$ cat src/rtl/cla_pipe_adder.sv
// -----------------------------------------------------------------------------
// cla_pipe_adder
//
// Pipelined carry-lookahead adder. The operands are cut into GROUP-bit groups.
// Pipeline stage k (k = 1..NG) resolves group k-1 with a flat two-level
// lookahead, using that group's generate/propagate terms and the group carry
// registered by the previous stage. The critical path is one group deep,
// whatever the total width. A single global advance enable stalls every stage
// at once whenever the output is valid but not being taken.
//
// Ports
//   clk        rising-edge clock
//   reset      synchronous, active-high reset (clears valids and result regs)
//   in_valid   a, b, Ci carry an operation
//   in_ready   pipeline accepts this cycle (= advance enable, combinational)
//   a, b       WIDTH-bit operands (unsigned or two's complement)
//   Ci         carry in
//   out_valid  sum, Co, ovf hold a result
//   out_ready  consumer takes the result this cycle
//   sum        low WIDTH bits of a + b + Ci
//   Co         carry out of bit WIDTH-1
//   ovf        signed overflow (carry into MSB xor carry out of MSB)
// -----------------------------------------------------------------------------
module cla_pipe_adder #(
    parameter int WIDTH = 16,
    parameter int GROUP = 4
) (
    input  logic             clk,
    input  logic             reset,
    input  logic             in_valid,
    output logic             in_ready,
    input  logic [WIDTH-1:0] a,
    input  logic [WIDTH-1:0] b,
    input  logic             Ci,
    output logic             out_valid,
    input  logic             out_ready,
    output logic [WIDTH-1:0] sum,
    output logic             Co,
    output logic             ovf
);

    localparam int NG = WIDTH / GROUP;

    if (GROUP < 2 || GROUP > 8 || WIDTH < GROUP || (WIDTH % GROUP) != 0) begin : g_param_check
        $error("cla_pipe_adder: WIDTH must be a non-zero multiple of GROUP, GROUP in 2..8");
    end

    // Global stall: every stage moves together or not at all.
    logic adv;
    assign adv      = !out_valid || out_ready;
    assign in_ready = adv;

    for (genvar s = 0; s < NG; s++) begin : g_stage
        // Bits [HI-1:0] of the sum are final once this stage has loaded.
        localparam int HI = (s + 1) * GROUP;

        logic             vld_in;
        logic             cin;
        logic [GROUP-1:0] ga;
        logic [GROUP-1:0] gb;
        logic [GROUP-1:0] p;
        logic [GROUP-1:0] g;
        logic [GROUP:0]   c;
        logic             vld_d, vld_q;
        logic             cout_d, cout_q;
        logic [HI-1:0]    sum_d, sum_q;

        // Stage 1 reads the ports; later stages read the previous stage's
        // registered carry and the low group of its leftover operand bits.
        if (s == 0) begin : g_src
            assign vld_in = in_valid;
            assign cin    = Ci;
            assign ga     = a[GROUP-1:0];
            assign gb     = b[GROUP-1:0];
        end else begin : g_src
            assign vld_in = g_stage[s-1].vld_q;
            assign cin    = g_stage[s-1].cout_q;
            assign ga     = g_stage[s-1].g_ops.a_q[GROUP-1:0];
            assign gb     = g_stage[s-1].g_ops.b_q[GROUP-1:0];
        end

        assign p = ga ^ gb;
        assign g = ga & gb;

        // Every carry is an explicit sum of products:
        //   c[i+1] = g[i] | p[i]g[i-1] | ... | p[i]..p[0]cin
        // The loops only enumerate product terms; no term depends on an
        // earlier carry, so there is no ripple path inside the group.
        always_comb begin
            logic term;
            // NOTE: every variable gets a value before any branch or loop so
            // no path leaves it unassigned, which would infer a latch.
            term = 1'b0;
            c    = '0;
            c[0] = cin;
            for (int i = 0; i < GROUP; i++) begin
                term = cin;
                for (int k = 0; k <= i; k++) begin
                    term = term & p[k];
                end
                c[i+1] = term;
                for (int j = 0; j <= i; j++) begin
                    term = g[j];
                    for (int k = j + 1; k <= i; k++) begin
                        term = term & p[k];
                    end
                    c[i+1] = c[i+1] | term;
                end
            end
        end

        if (s == 0) begin : g_sum
            always_comb sum_d = p ^ c[GROUP-1:0];
        end else begin : g_sum
            always_comb sum_d = {p ^ c[GROUP-1:0], g_stage[s-1].sum_q};
        end

        always_comb begin
            vld_d  = vld_in;
            cout_d = c[GROUP];
        end

        // NOTE: state is updated with non-blocking assignments so every flop
        // samples the pre-edge values of its neighbours, independent of
        // block evaluation order.
        always_ff @(posedge clk) begin
            if (reset) begin
                vld_q  <= 1'b0;
                cout_q <= 1'b0;
                sum_q  <= '0;
            end else if (adv) begin
                vld_q  <= vld_d;
                cout_q <= cout_d;
                sum_q  <= sum_d;
            end
        end

        // Operand bits not yet consumed travel alongside the partial sum.
        if (s < NG - 1) begin : g_ops
            logic [WIDTH-HI-1:0] a_d, a_q;
            logic [WIDTH-HI-1:0] b_d, b_q;

            if (s == 0) begin : g_in
                always_comb begin
                    a_d = a[WIDTH-1:HI];
                    b_d = b[WIDTH-1:HI];
                end
            end else begin : g_in
                always_comb begin
                    a_d = g_stage[s-1].g_ops.a_q[WIDTH-HI+GROUP-1:GROUP];
                    b_d = g_stage[s-1].g_ops.b_q[WIDTH-HI+GROUP-1:GROUP];
                end
            end

            // NOTE: pure datapath with no reset; a stale value here only ever
            // travels next to a cleared valid bit and is never reported.
            always_ff @(posedge clk) begin
                if (adv) begin
                    a_q <= a_d;
                    b_q <= b_d;
                end
            end
        end

        // The last group sees the MSB, so it alone can form signed overflow.
        if (s == NG - 1) begin : g_last
            logic ovf_d, ovf_q;

            always_comb ovf_d = c[GROUP-1] ^ c[GROUP];

            always_ff @(posedge clk) begin
                if (reset) begin
                    ovf_q <= 1'b0;
                end else if (adv) begin
                    ovf_q <= ovf_d;
                end
            end
        end
    end

    assign out_valid = g_stage[NG-1].vld_q;
    assign sum       = g_stage[NG-1].sum_q;
    assign Co        = g_stage[NG-1].cout_q;
    assign ovf       = g_stage[NG-1].g_last.ovf_q;

endmodule

$ cat config.mk
export PLATFORM = sky130hd
export DESIGN_NAME = cla_pipe_adder
export DESIGN_NICKNAME = d
export VERILOG_FILES = /design/src/rtl/cla_pipe_adder.sv
export SDC_FILE = /design/constraint.sdc
export NUM_CORES = 1
export LEC_CHECK = 0
export ABC_AREA = 1
export CORE_MARGIN = 10
export CORE_UTILIZATION = 55
export CTS_BUF_LIST = sky130_fd_sc_hd__clkbuf_4 sky130_fd_sc_hd__clkbuf_8
export DETAILED_ROUTE_END_ITERATION = 8
export PLACE_DENSITY = 0.87
export SLEW_MARGIN = 20
export SYNTH_ARGS = -nofsm -noshare
export SYNTH_HDL_FRONTEND = slang
export SYNTH_SLANG_ARGS = --single-unit
$ cat constraint.sdc
create_clock -name clk -period 2.2 [get_ports clk]
set_input_delay 0.44 -clock clk [delete_from_list [all_inputs] [get_ports clk]]
set_output_delay 0.44 -clock clk [all_outputs]
set_load 0.01 [all_outputs]
==> flow_summary_export.csv, run 1 <==
group,metric,value,unit
synth,ys_warn_count,0,
placed_design,hpwl,4.53,mm
floorplan,pin_count,57,
synth,syn_avg_cell_area,11.0,um^2
final_layout,fin_util,68.7,%
timing,hold_violations,0,
floorplan,die_h,103,um
setup_path,cp-start-kind,"input port",
placed_design,post-place-ws,0.127,ns
timing,tightestPinTransition,0.569,ns
floorplan,fp.dieW,103,um
route,drt_iter0_drc,83,
final_layout,nets,468,
clocking,cts_resized,0,
synth,synth.ff_latch_count,97,
clocking,postCtsSetupRepairBufs,0,
floorplan,dieArea,0.0107,mm^2
timing,timing.hold.ws,0.421,ns
synth,synth_top_cell_area_share,37.6,%
timing,finalWorstSetupSlack,0.143,ns
synth,yosys.cell_count.top_type,"nor2_1",
route,vias_per_cell,4.94,
placed_design,portBuffers,56,
setup_path,crit_type,"in2out",
route,vias,2512,
setup_path,cp_max_fo,2,
route,drt_wl_total,6.43,mm
timing,clock_skew,0.00991,ns
global_routing,track_usage,12.6,%
global_routing,grt_pass1_vias,2490,
timing,min_period_over_period,93.5,%
synth,syn_nets,410,
synth,synth_compound_area_share,8.43,%
final_layout,fillCellCount,491,
setup_path,endpoint_kind,"primary output",
final_layout,finalInstanceArea,0.00467,mm^2
clocking,clock_latency,0.36,ns
timing,fmax,0.486,GHz
route,drc,0,
synth,yosysSeqAreaShare,63.3,%
global_routing,grt_antenna_before_repair,0,
route,firstDrtPassIters,5,
final_layout,area_growth_syn_to_layout,21.9,%
clocking,cts_tree,"yes",
clocking,root_buffer,"clkbuf_8",
synth,synth_top_family_by_area,"simple AND/OR/NAND/NOR gates",
outcome,outcome,"completed",
timing,rsz0062_at_grt,"no",
synth,synth.top_cells.by_count,"nor2_1, dfxtp_1, edfxtp_1",
floorplan,core_area,0.00679,mm^2
clocking,clk_pin_slew,0.10,ns
timing,slew_viol_final,0,
floorplan,rows,30,
synth,synth_xor_area_share,1.83,%
global_routing,grt_remaining_overflow,0,
placed_design,globalplace.congestion,0.767,
timing,tns,0,ns
final_layout,drive_gt1_share,6.31,%
pwr,power.density,789,mW/mm^2
final_layout,diodes,0,
clocking,hold_buffers,0,
synth,synthAdderAreaFrac,8.63,%
clocking,cts_sinks,97,
job,drv_cap,0,
setup_path,worstPathArrival,1.62,ns
synth,ys_top_cells_by_area,"edfxtp_1, dfxtp_1, ha_1",
synth,synth-edff-count,48,
synth,synth-main-ff-cell,"dfxtp_1",
synth,synthMuxAreaShare,0,%
route,detail-route-antenna-nets,0,
global_routing,grt_pass1_wl,10.5,mm
min_path,hold_class,"reg2reg",
timing,post-route-min-period,2.06,ns
clocking,cts_max_path_buffers,2,
synth,synth.cell_area,0.00383,mm^2
synth,ys_async_sr_fraction,0,%
timing,max_slew_margin,62.0,%
clocking,cts_buffers,9,
synth,synthSimpleGateAreaFrac,12.8,%
setup_path,reg2regPathDepth,10,
global_routing,grt_max_degree,100,
synth,post_synth_num_cell_types,23,
route,wire_per_inst,12.7,um
timing,setup_viol,0,
synth,synthCells,349,
pwr,max-vdd-ir-drop,462,uV
placed_design,dpl_cell_area,0.00447,mm^2
setup_path,required,1.76,ns
min_path,whs_path_depth,0,
floorplan,initial_utilization,56.4,%
pwr,p_leak,2.04,nW
synth,yosysTopAreaCell,"edfxtp_1",
clocking,htreeDepth,3,
==> flip-flops by register name, indices dropped and copies added (netlist names) <==
signal / cells
sum: 16
g_stage.cout_q: 3
g_stage.sum_q: 24
g_stage.vld_q: 3
g_stage.g_ops.a_q: 24
ovf: 1
Co: 1
g_stage.g_ops.b_q: 24
out_valid: 1
==> kinds of logic (layout without fill, tap and decap cells) <==
kind of cell / count (synthesis) / in the layout
AO/OA/AOI/OAI: 61 / 61
adder cells (fa/ha/maj): 24 / 24
AND/OR/NAND/NOR: 117 / 117
flip-flops: 97 / 97
buffers and inverters: 42 / 105
XOR/XNOR: 8 / 8
==> critical path, stage by stage <==
cell and delay, ns:
clkdlybuf4s50_1 0.50, nor2_4 0.05, clkinv_2 0.08, clkdlybuf4s50_1 0.54
==> final timing paths <==
path / start / to / slack, ns
min: g_stage[0].g_ops.b_q[7]$_DFFE_PP_ / g_stage[1].g_ops.b_q[3]$_DFFE_PP_ / 0.42
max reg2reg: g_stage[2].g_ops.a_q[0]$_DFFE_PP_ / Co$_SDFFE_PP0P_ / 0.55
min reg2reg: g_stage[0].g_ops.b_q[7]$_DFFE_PP_ / g_stage[1].g_ops.b_q[3]$_DFFE_PP_ / 0.42
max: out_ready / in_ready / 0.14
==> power breakdown <==
group,internal [mW],switching [mW]
clock,0.443,0.647
combinational,0.244,0.228
sequential,2.05,0.0682
total,2.74,0.943
==> through the flow <==
step	std cells	power, mW
floorplan	349	2.42
global placement	492	2.60
detailed placement	492	2.64
CTS	508	3.73
global route	508	3.89
finish	508	3.68
==> layout make-up <==
type,instances,area [um^2],area share [%]
Clock buffer,9,124,2.65
Clock inverter,7,72.6,1.55
Inverter,28,106,2.28
Multi-Input combinational cell,210,1210,26.0
Sequential cell,97,2420,51.9
Tap cell,96,120,2.57
Timing Repair Buffer,61,611,13.1
==> metal layers <==
layer | global-route usage (%) | share of wire, % | wire [um] | vias up
met2 | 22.4 | 51 | 3310 | 55
met5 | 0 | 0 | 0 | -
met3 | 4.65 | 5.7 | 365 | 8
li1 | - | - | - | 1288
met1 | 12.7 | 41 | 2650 | 1161
met4 | 6.10 | 1.7 | 111 | 0
==> placed cells by master, fill, tap and decap left out, types with 2 or more instances in the layout <==
cell type        netlist  final
nor2_1                62     62
clkdlybuf4s50_1        0     56
dfxtp_1               49     49
edfxtp_1              48     48
o21ai_0               33     33
nand2_1               29     29
inv_1                 26     26
nand3_1               20     20
ha_1                  20     20
o21ai_1               12     12
a21oi_1                9      9
clkbuf_8               0      9
o21bai_1               7      7
xor2_1                 4      4
xnor2_1                4      4
fa_1                   4      4
buf_4                  1      4
nand4_1                3      3
inv_8                  0      2
clkinv_4               0      2
Note: power is estimated with default switching activity, not from simulation.
==> run 2: changes to the inputs <==
--- a/config.mk
+++ b/config.mk
@@ -5,7 +5,6 @@
 export SDC_FILE = /design/constraint.sdc
 export NUM_CORES = 1
 export LEC_CHECK = 0
-export ABC_AREA = 1
 export CORE_MARGIN = 10
 export CORE_UTILIZATION = 55
 export CTS_BUF_LIST = sky130_fd_sc_hd__clkbuf_4 sky130_fd_sc_hd__clkbuf_8
==> run 2 against run 1 <==
Effect of this change: critical path depth stayed put; routed wire length is 11% higher; highest routed layer unchanged; largest power group unchanged; die area is 1.2% higher; largest cell class unchanged.
==> flow_summary_export.csv, run 2 <==
group,metric,value,unit
outcome,outcome,"completed",
setup_path,crit_family,"buffers and inverters",
final_layout,drive_gt1_share,7.25,%
pwr,p_leak,1.86,nW
placed_design,globalplace.congestion,0.780,
final_layout,finalInstanceArea,0.00473,mm^2
setup_path,slowest_delay,0.51,ns
route,vias_per_cell,5.32,
setup_path,crit_type,"in2out",
floorplan,fp.dieW,104,um
setup_path,path_cells,"clkdlybuf4s50_1, nor2b_4, clkinv_2, clkdlybuf4s50_1",
placed_design,post-place-ws,-0.0600,ns
setup_path,r2r-start,"g_stage[1].g_ops.a_q[0]$_DFFE_PP_",
floorplan,pin_count,57,
route,drt_wl_total,7.16,mm
min_path,min-delay-start,"g_stage[0].g_ops.b_q[9]$_DFFE_PP_",
clocking,clock_latency,0.35,ns
timing,hold_violations,0,
synth,synth-main-ff-cell,"dfxtp_1",
timing,rsz0062_at_grt,"no",
placed_design,portBuffers,56,
clocking,root_buffer,"clkbuf_8",
clocking,postCtsSetupRepairBufs,0,
floorplan,core_area,0.00683,mm^2
clocking,cts_sinks,97,
route,drc,0,
route,detail-route-antenna-nets,0,
synth,yosysTopAreaCell,"edfxtp_1",
final_layout,area_growth_syn_to_layout,21.6,%
route,wire_per_inst,14.8,um
min_path,min_to,"g_stage[1].g_ops.b_q[5]$_DFFE_PP_",
timing,tightestPinTransition,0.478,ns
final_layout,nets,442,
timing,max_slew_margin,67.3,%
timing,min_period_over_period,96.1,%
floorplan,die_h,104,um
timing,tns,0,ns
synth,ys_async_sr_fraction,0,%
final_layout,fillCellCount,523,
synth,synth_top_cell_area_share,37.1,%
pwr,max-vdd-ir-drop,500,uV
clocking,cts_buffers,9,
global_routing,grt_pass1_vias,2606,
setup_path,endpoint_kind,"primary output",
synth,syn_avg_cell_area,12.0,um^2
setup_path,worstPathArrival,1.68,ns
floorplan,rows,30,
clocking,cts_tree,"yes",
final_layout,most-common-layout-cells,"nand2_1, clkdlybuf4s50_1, dfxtp_1",
timing,fmax,0.473,GHz
global_routing,grt_pass1_wl,12.0,mm
timing,finalWorstSetupSlack,0.0849,ns
final_layout,top_regs,"g_stage.g_ops.a_q: 24 flops, g_stage.g_ops.b_q: 24 flops, g_stage.sum_q: 24 flops",
timing,slew_viol_final,0,
synth,synth.cell_area,0.00389,mm^2
synth,synth.top_cells.by_count,"nand2_1, dfxtp_1, edfxtp_1",
clocking,cts_max_path_buffers,2,
global_routing,track_usage,13.5,%
setup_path,cp_common_cell,"clkdlybuf4s50_1",
route,drt_iter0_drc,140,
route,vias,2564,
floorplan,initial_utilization,56.9,%
timing,post-route-min-period,2.12,ns
clocking,cts_resized,0,
clocking,htreeDepth,3,
route,firstDrtPassIters,5,
synth,ys_top_cells_by_area,"edfxtp_1, dfxtp_1, ha_1",
synth,ys_warn_count,0,
timing,setup_viol,0,
final_layout,final_common_cell,"nand2_1",
global_routing,grt_max_degree,76,
placed_design,dpl_cell_area,0.00452,mm^2
synth,synthCells,323,
clocking,hold_buffers,0,
min_path,whs_path_depth,0,
setup_path,cp-start-kind,"input port",
global_routing,grt_antenna_before_repair,0,
setup_path,r2r_slack,0.35,ns
final_layout,diodes,0,
placed_design,hpwl,5.01,mm
timing,clock_skew,0.00944,ns
floorplan,dieArea,0.0108,mm^2
setup_path,crit_slowest_cell,"clkdlybuf4s50_1",
clocking,clk_pin_slew,0.08,ns
synth,yosys.cell_count.top_type,"nand2_1",
setup_path,reg2regPathDepth,5,
synth,synth.ff_latch_count,97,
setup_path,cp_max_fo,2,
min_path,hold_class,"reg2reg",
global_routing,grt_remaining_overflow,0,
setup_path,reg2reg_to,"g_stage[2].sum_q[11]$_SDFFE_PP0P_",
setup_path,required,1.76,ns
synth,synth-edff-count,48,
setup_path,crit_buf_inv,3,
synth,yosysSeqAreaShare,62.3,%
synth,syn_nets,384,
synth,post_synth_num_cell_types,31,
job,drv_cap,0,
pwr,power.density,778,mW/mm^2
run 2: cell count changes in the layout (fill, tap and decap cells not counted), sizes merged, moves of 5 or more:
cell     previous run  this run
a311o               0         7
a211oi              0         8
a21oi               9        32
inv                30         5
o21ai              45         9
o21bai              7         0
nor2               63        19
o211a               0         6
nand2              30        62
a2111oi             0         5
nand3              20         2
run 2: how the worst max path moves through the flow:
stage,start,endpoint,slack (ns),cells past startpoint
3_3_place_gp,a[0],g_stage[0].sum_q[3]$_SDFFE_PP0P_,-0.03,6
4_1_cts,out_ready,in_ready,0.06,4
6_report,out_ready,in_ready,0.08,4
2_1_floorplan,a[0],g_stage[0].sum_q[3]$_SDFFE_PP0P_,0.44,5
5_1_grt,out_ready,in_ready,0.04,4
3_5_place_dp,b[0],g_stage[0].sum_q[3]$_SDFFE_PP0P_,-0.06,6
run 2: per-stage QoR:
stage                     cells  total power [mW]  hold slack [ns]  util, %
after floorplan             323              2.36            0.400        -
after global placement      466              2.53            0.401     66.2
after detailed placement    466              2.56            0.405     66.2
after CTS                   482              3.70            0.425     69.2
after global routing        482              3.84            0.432     69.2
final                       482              3.68            0.425     69.2
run 2: cell families (layout without fill, tap and decap cells):
| group | Yosys count | count (layout) | share of synthesized area [%] |
|---|---|---|---|
| compound gates | 74 | 74 | 12.8 |
| simple gates | 101 | 101 | 11.6 |
| xor+xnor | 4 | 4 | 0.901 |
| buf+inv | 23 | 86 | 3.86 |
| flops | 97 | 97 | 62.3 |
| fa+ha+maj | 24 | 24 | 8.50 |
run 2: power by group:
group	leakage [nW]	internal [mW]	switching [mW]
Sequential	0.910	2.03	0.0648
Clock	0.110	0.610	0.553
Combinational	0.835	0.230	0.188
Total	1.86	2.87	0.806
run 2: cell type report:
cell class / count / area, um^2 / area share, %
clock buffers: 13 / 166 / 3.52
clock inverters: 3 / 40.0 / 0.847
multi-input cells: 203 / 1310 / 27.8
flip-flops and latches: 97 / 2420 / 51.2
repair buffers: 64 / 641 / 13.6
inverters: 6 / 23.8 / 0.503
well taps: 96 / 120 / 2.54
run 2: metal layers:
layer	share of wire, %	global-route usage, %	vias up
li1	-	-	1275
met1	44	15.6	1220
met2	50	22.6	59
met3	4.4	4.15	10
met4	1.4	5.47	0
met5	0	0	-
==> run 3: changes to the inputs <==
--- a/config.mk
+++ b/config.mk
@@ -6,10 +6,9 @@
 export NUM_CORES = 1
 export LEC_CHECK = 0
 export CORE_MARGIN = 10
-export CORE_UTILIZATION = 55
-export CTS_BUF_LIST = sky130_fd_sc_hd__clkbuf_4 sky130_fd_sc_hd__clkbuf_8
+export CORE_UTILIZATION = 54
 export DETAILED_ROUTE_END_ITERATION = 8
-export PLACE_DENSITY = 0.87
+export PLACE_DENSITY = 0.85
 export SLEW_MARGIN = 20
 export SYNTH_ARGS = -nofsm -noshare
 export SYNTH_HDL_FRONTEND = slang
==> run 3 against run 2 <==
Effect of this change: die area is 1.5% higher; final cell count did not move; global-route usage shrank 0.098 points; via count up 0.90%; count of clock-buffer cells in the layout is 3 lower; clock skew shrank 0.0016 ns; combinational power grew 1%; maximum frequency grew 2.3%; routed wire length rose by 1.3%.
==> flow_summary_export.csv, run 3 (synthesized netlist as in run 2, its figures left out) <==
group,metric,value,unit
setup_path,cp-start-kind,"input port",
final_layout,fillCellCount,532,
clocking,htreeDepth,3,
timing,hold_violations,0,
setup_path,reg2reg_to,"g_stage[1].sum_q[7]$_SDFFE_PP0P_",
floorplan,initial_utilization,56.3,%
min_path,hold_class,"reg2reg",
setup_path,crit_slowest_cell,"clkdlybuf4s50_1",
job,drv_cap,0,
setup_path,reg2regPathDepth,5,
timing,slew_viol_final,0,
min_path,min-delay-start,"g_stage[1].g_ops.a_q[4]$_DFFE_PP_",
final_layout,nets,442,
pwr,p_leak,1.83,nW
setup_path,path_cells,"clkdlybuf4s50_1, nor2b_4, clkinv_2, clkdlybuf4s50_1",
final_layout,top_regs,"g_stage.g_ops.a_q: 24 flops, g_stage.g_ops.b_q: 24 flops, g_stage.sum_q: 24 flops",
clocking,cts_buffers,9,
min_path,min_to,"g_stage[2].g_ops.a_q[0]$_DFFE_PP_",
clocking,cts_resized,0,
setup_path,crit_type,"in2out",
clocking,clk_pin_slew,0.09,ns
timing,min_period_over_period,94.0,%
setup_path,cp_common_cell,"clkdlybuf4s50_1",
placed_design,hpwl,5.24,mm
clocking,root_buffer,"clkbuf_8",
timing,post-route-min-period,2.07,ns
pwr,power,3.58,mW
global_routing,grt_pass1_vias,2648,
clocking,cts_max_path_buffers,2,
floorplan,pin_count,57,
timing,setup_viol,0,
route,firstDrtPassIters,4,
timing,tightestPinTransition,0.486,ns
timing,tns,0,ns
clocking,cts_tree,"yes",
setup_path,r2r_slack,0.33,ns
timing,rsz0062_at_grt,"no",
outcome,outcome,"completed",
placed_design,globalplace.congestion,0.754,
clocking,cts_sinks,97,
min_path,whs_path_depth,0,
route,drt_wl_total,7.25,mm
final_layout,drive_gt1_share,6.99,%
setup_path,r2r-start,"g_stage[0].g_ops.a_q[0]$_DFFE_PP_",
timing,fmax,0.483,GHz
timing,clock_skew,0.00783,ns
global_routing,grt_remaining_overflow,0,
timing,max_slew_margin,66.8,%
global_routing,grt_antenna_before_repair,0,
floorplan,die_h,105,um
setup_path,slowest_delay,0.50,ns
pwr,power.density,764,mW/mm^2
clocking,hold_buffers,0,
pwr,max-vdd-ir-drop,469,uV
final_layout,area_growth_syn_to_layout,20.7,%
setup_path,cp_max_fo,3,
setup_path,endpoint_kind,"primary output",
route,vias,2587,
route,wire_per_inst,15.0,um
global_routing,track_usage,13.4,%
floorplan,fp.dieW,105,um
final_layout,diodes,0,
route,detail-route-antenna-nets,0,
route,drc,0,
final_layout,most-common-layout-cells,"nand2_1, clkdlybuf4s50_1, dfxtp_1",
setup_path,worstPathArrival,1.63,ns
floorplan,core_area,0.00691,mm^2
clocking,clock_latency,0.36,ns
final_layout,final_common_cell,"nand2_1",
clocking,postCtsSetupRepairBufs,0,
placed_design,portBuffers,56,
floorplan,dieArea,0.0110,mm^2
route,drt_iter0_drc,197,
global_routing,grt_pass1_wl,12.1,mm
global_routing,grt_max_degree,81,
floorplan,rows,30,
route,vias_per_cell,5.37,
setup_path,required,1.76,ns
==> run 3: changes by cell type in the layout (fill, tap and decap cells not counted), sizes merged <==
cell      previous run  this run
bufinv               1         0
clkbuf              13        10
inv                  5        10
clkinvlp             0         1
clkinv               3         1
==> run 3: worst max-delay path by stage <==
stage	start	depth (start not counted)	end	slack (ns)
final	out_ready	4	in_ready	0.13
after floorplan	a[0]	5	g_stage[0].sum_q[3]$_SDFFE_PP0P_	0.44
after CTS	out_ready	4	in_ready	0.12
after detailed placement	b[0]	6	g_stage[0].sum_q[3]$_SDFFE_PP0P_	-0.1
after global routing	out_ready	4	in_ready	0.08
after global placement	b[0]	6	g_stage[0].sum_q[3]$_SDFFE_PP0P_	-0.05
==> run 3: area by class of cell <==
cell class,count,area [um^2],area share [%]
Sequential cell,97,2420,51.7
Multi-Input combinational cell,203,1310,28.0
Tap cell,96,120,2.56
Inverter,6,23.8,0.507
Timing Repair Buffer,64,628,13.4
Clock inverter,6,53.8,1.15
Clock buffer,10,128,2.72
==> run 3: critical path, delay by kind of cell <==
kind	cells	cell delay (ns)
and+or+nand+nor	1	0.14
buffers and inverters	3	1.04
==> run 3: where the power goes <==
group | switching, mW | internal (mW) | total, mW
logic | 0.194 | 0.230 | 0.424
clock network | 0.629 | 0.436 | 1.06
registers | 0.0640 | 2.03 | 2.09
total | 0.887 | 2.70 | 3.58
==> run 3: metal layers <==
layer | vias up | GRT usage (%) | share of wire (%)
met3 | 8 | 3.99 | 4.8
met1 | 1239 | 14.5 | 41
met4 | 0 | 5.69 | 0.87
met2 | 65 | 23.6 | 53
li1 | 1275 | - | -
met5 | - | 0 | 0
==> run 3: stage by stage <==
stage	setup slack [ns]	util [%]	hold slack [ns]	cells	area, um^2
after floorplan	0.442	-	0.400	323	3890
after global placement	-0.0493	65.3	0.401	466	4510
after detailed placement	-0.0996	65.3	0.405	466	4510
after CTS	0.119	67.9	0.429	482	4690
after global routing	0.0787	67.9	0.434	482	4690
final	0.132	67.9	0.426	482	4690
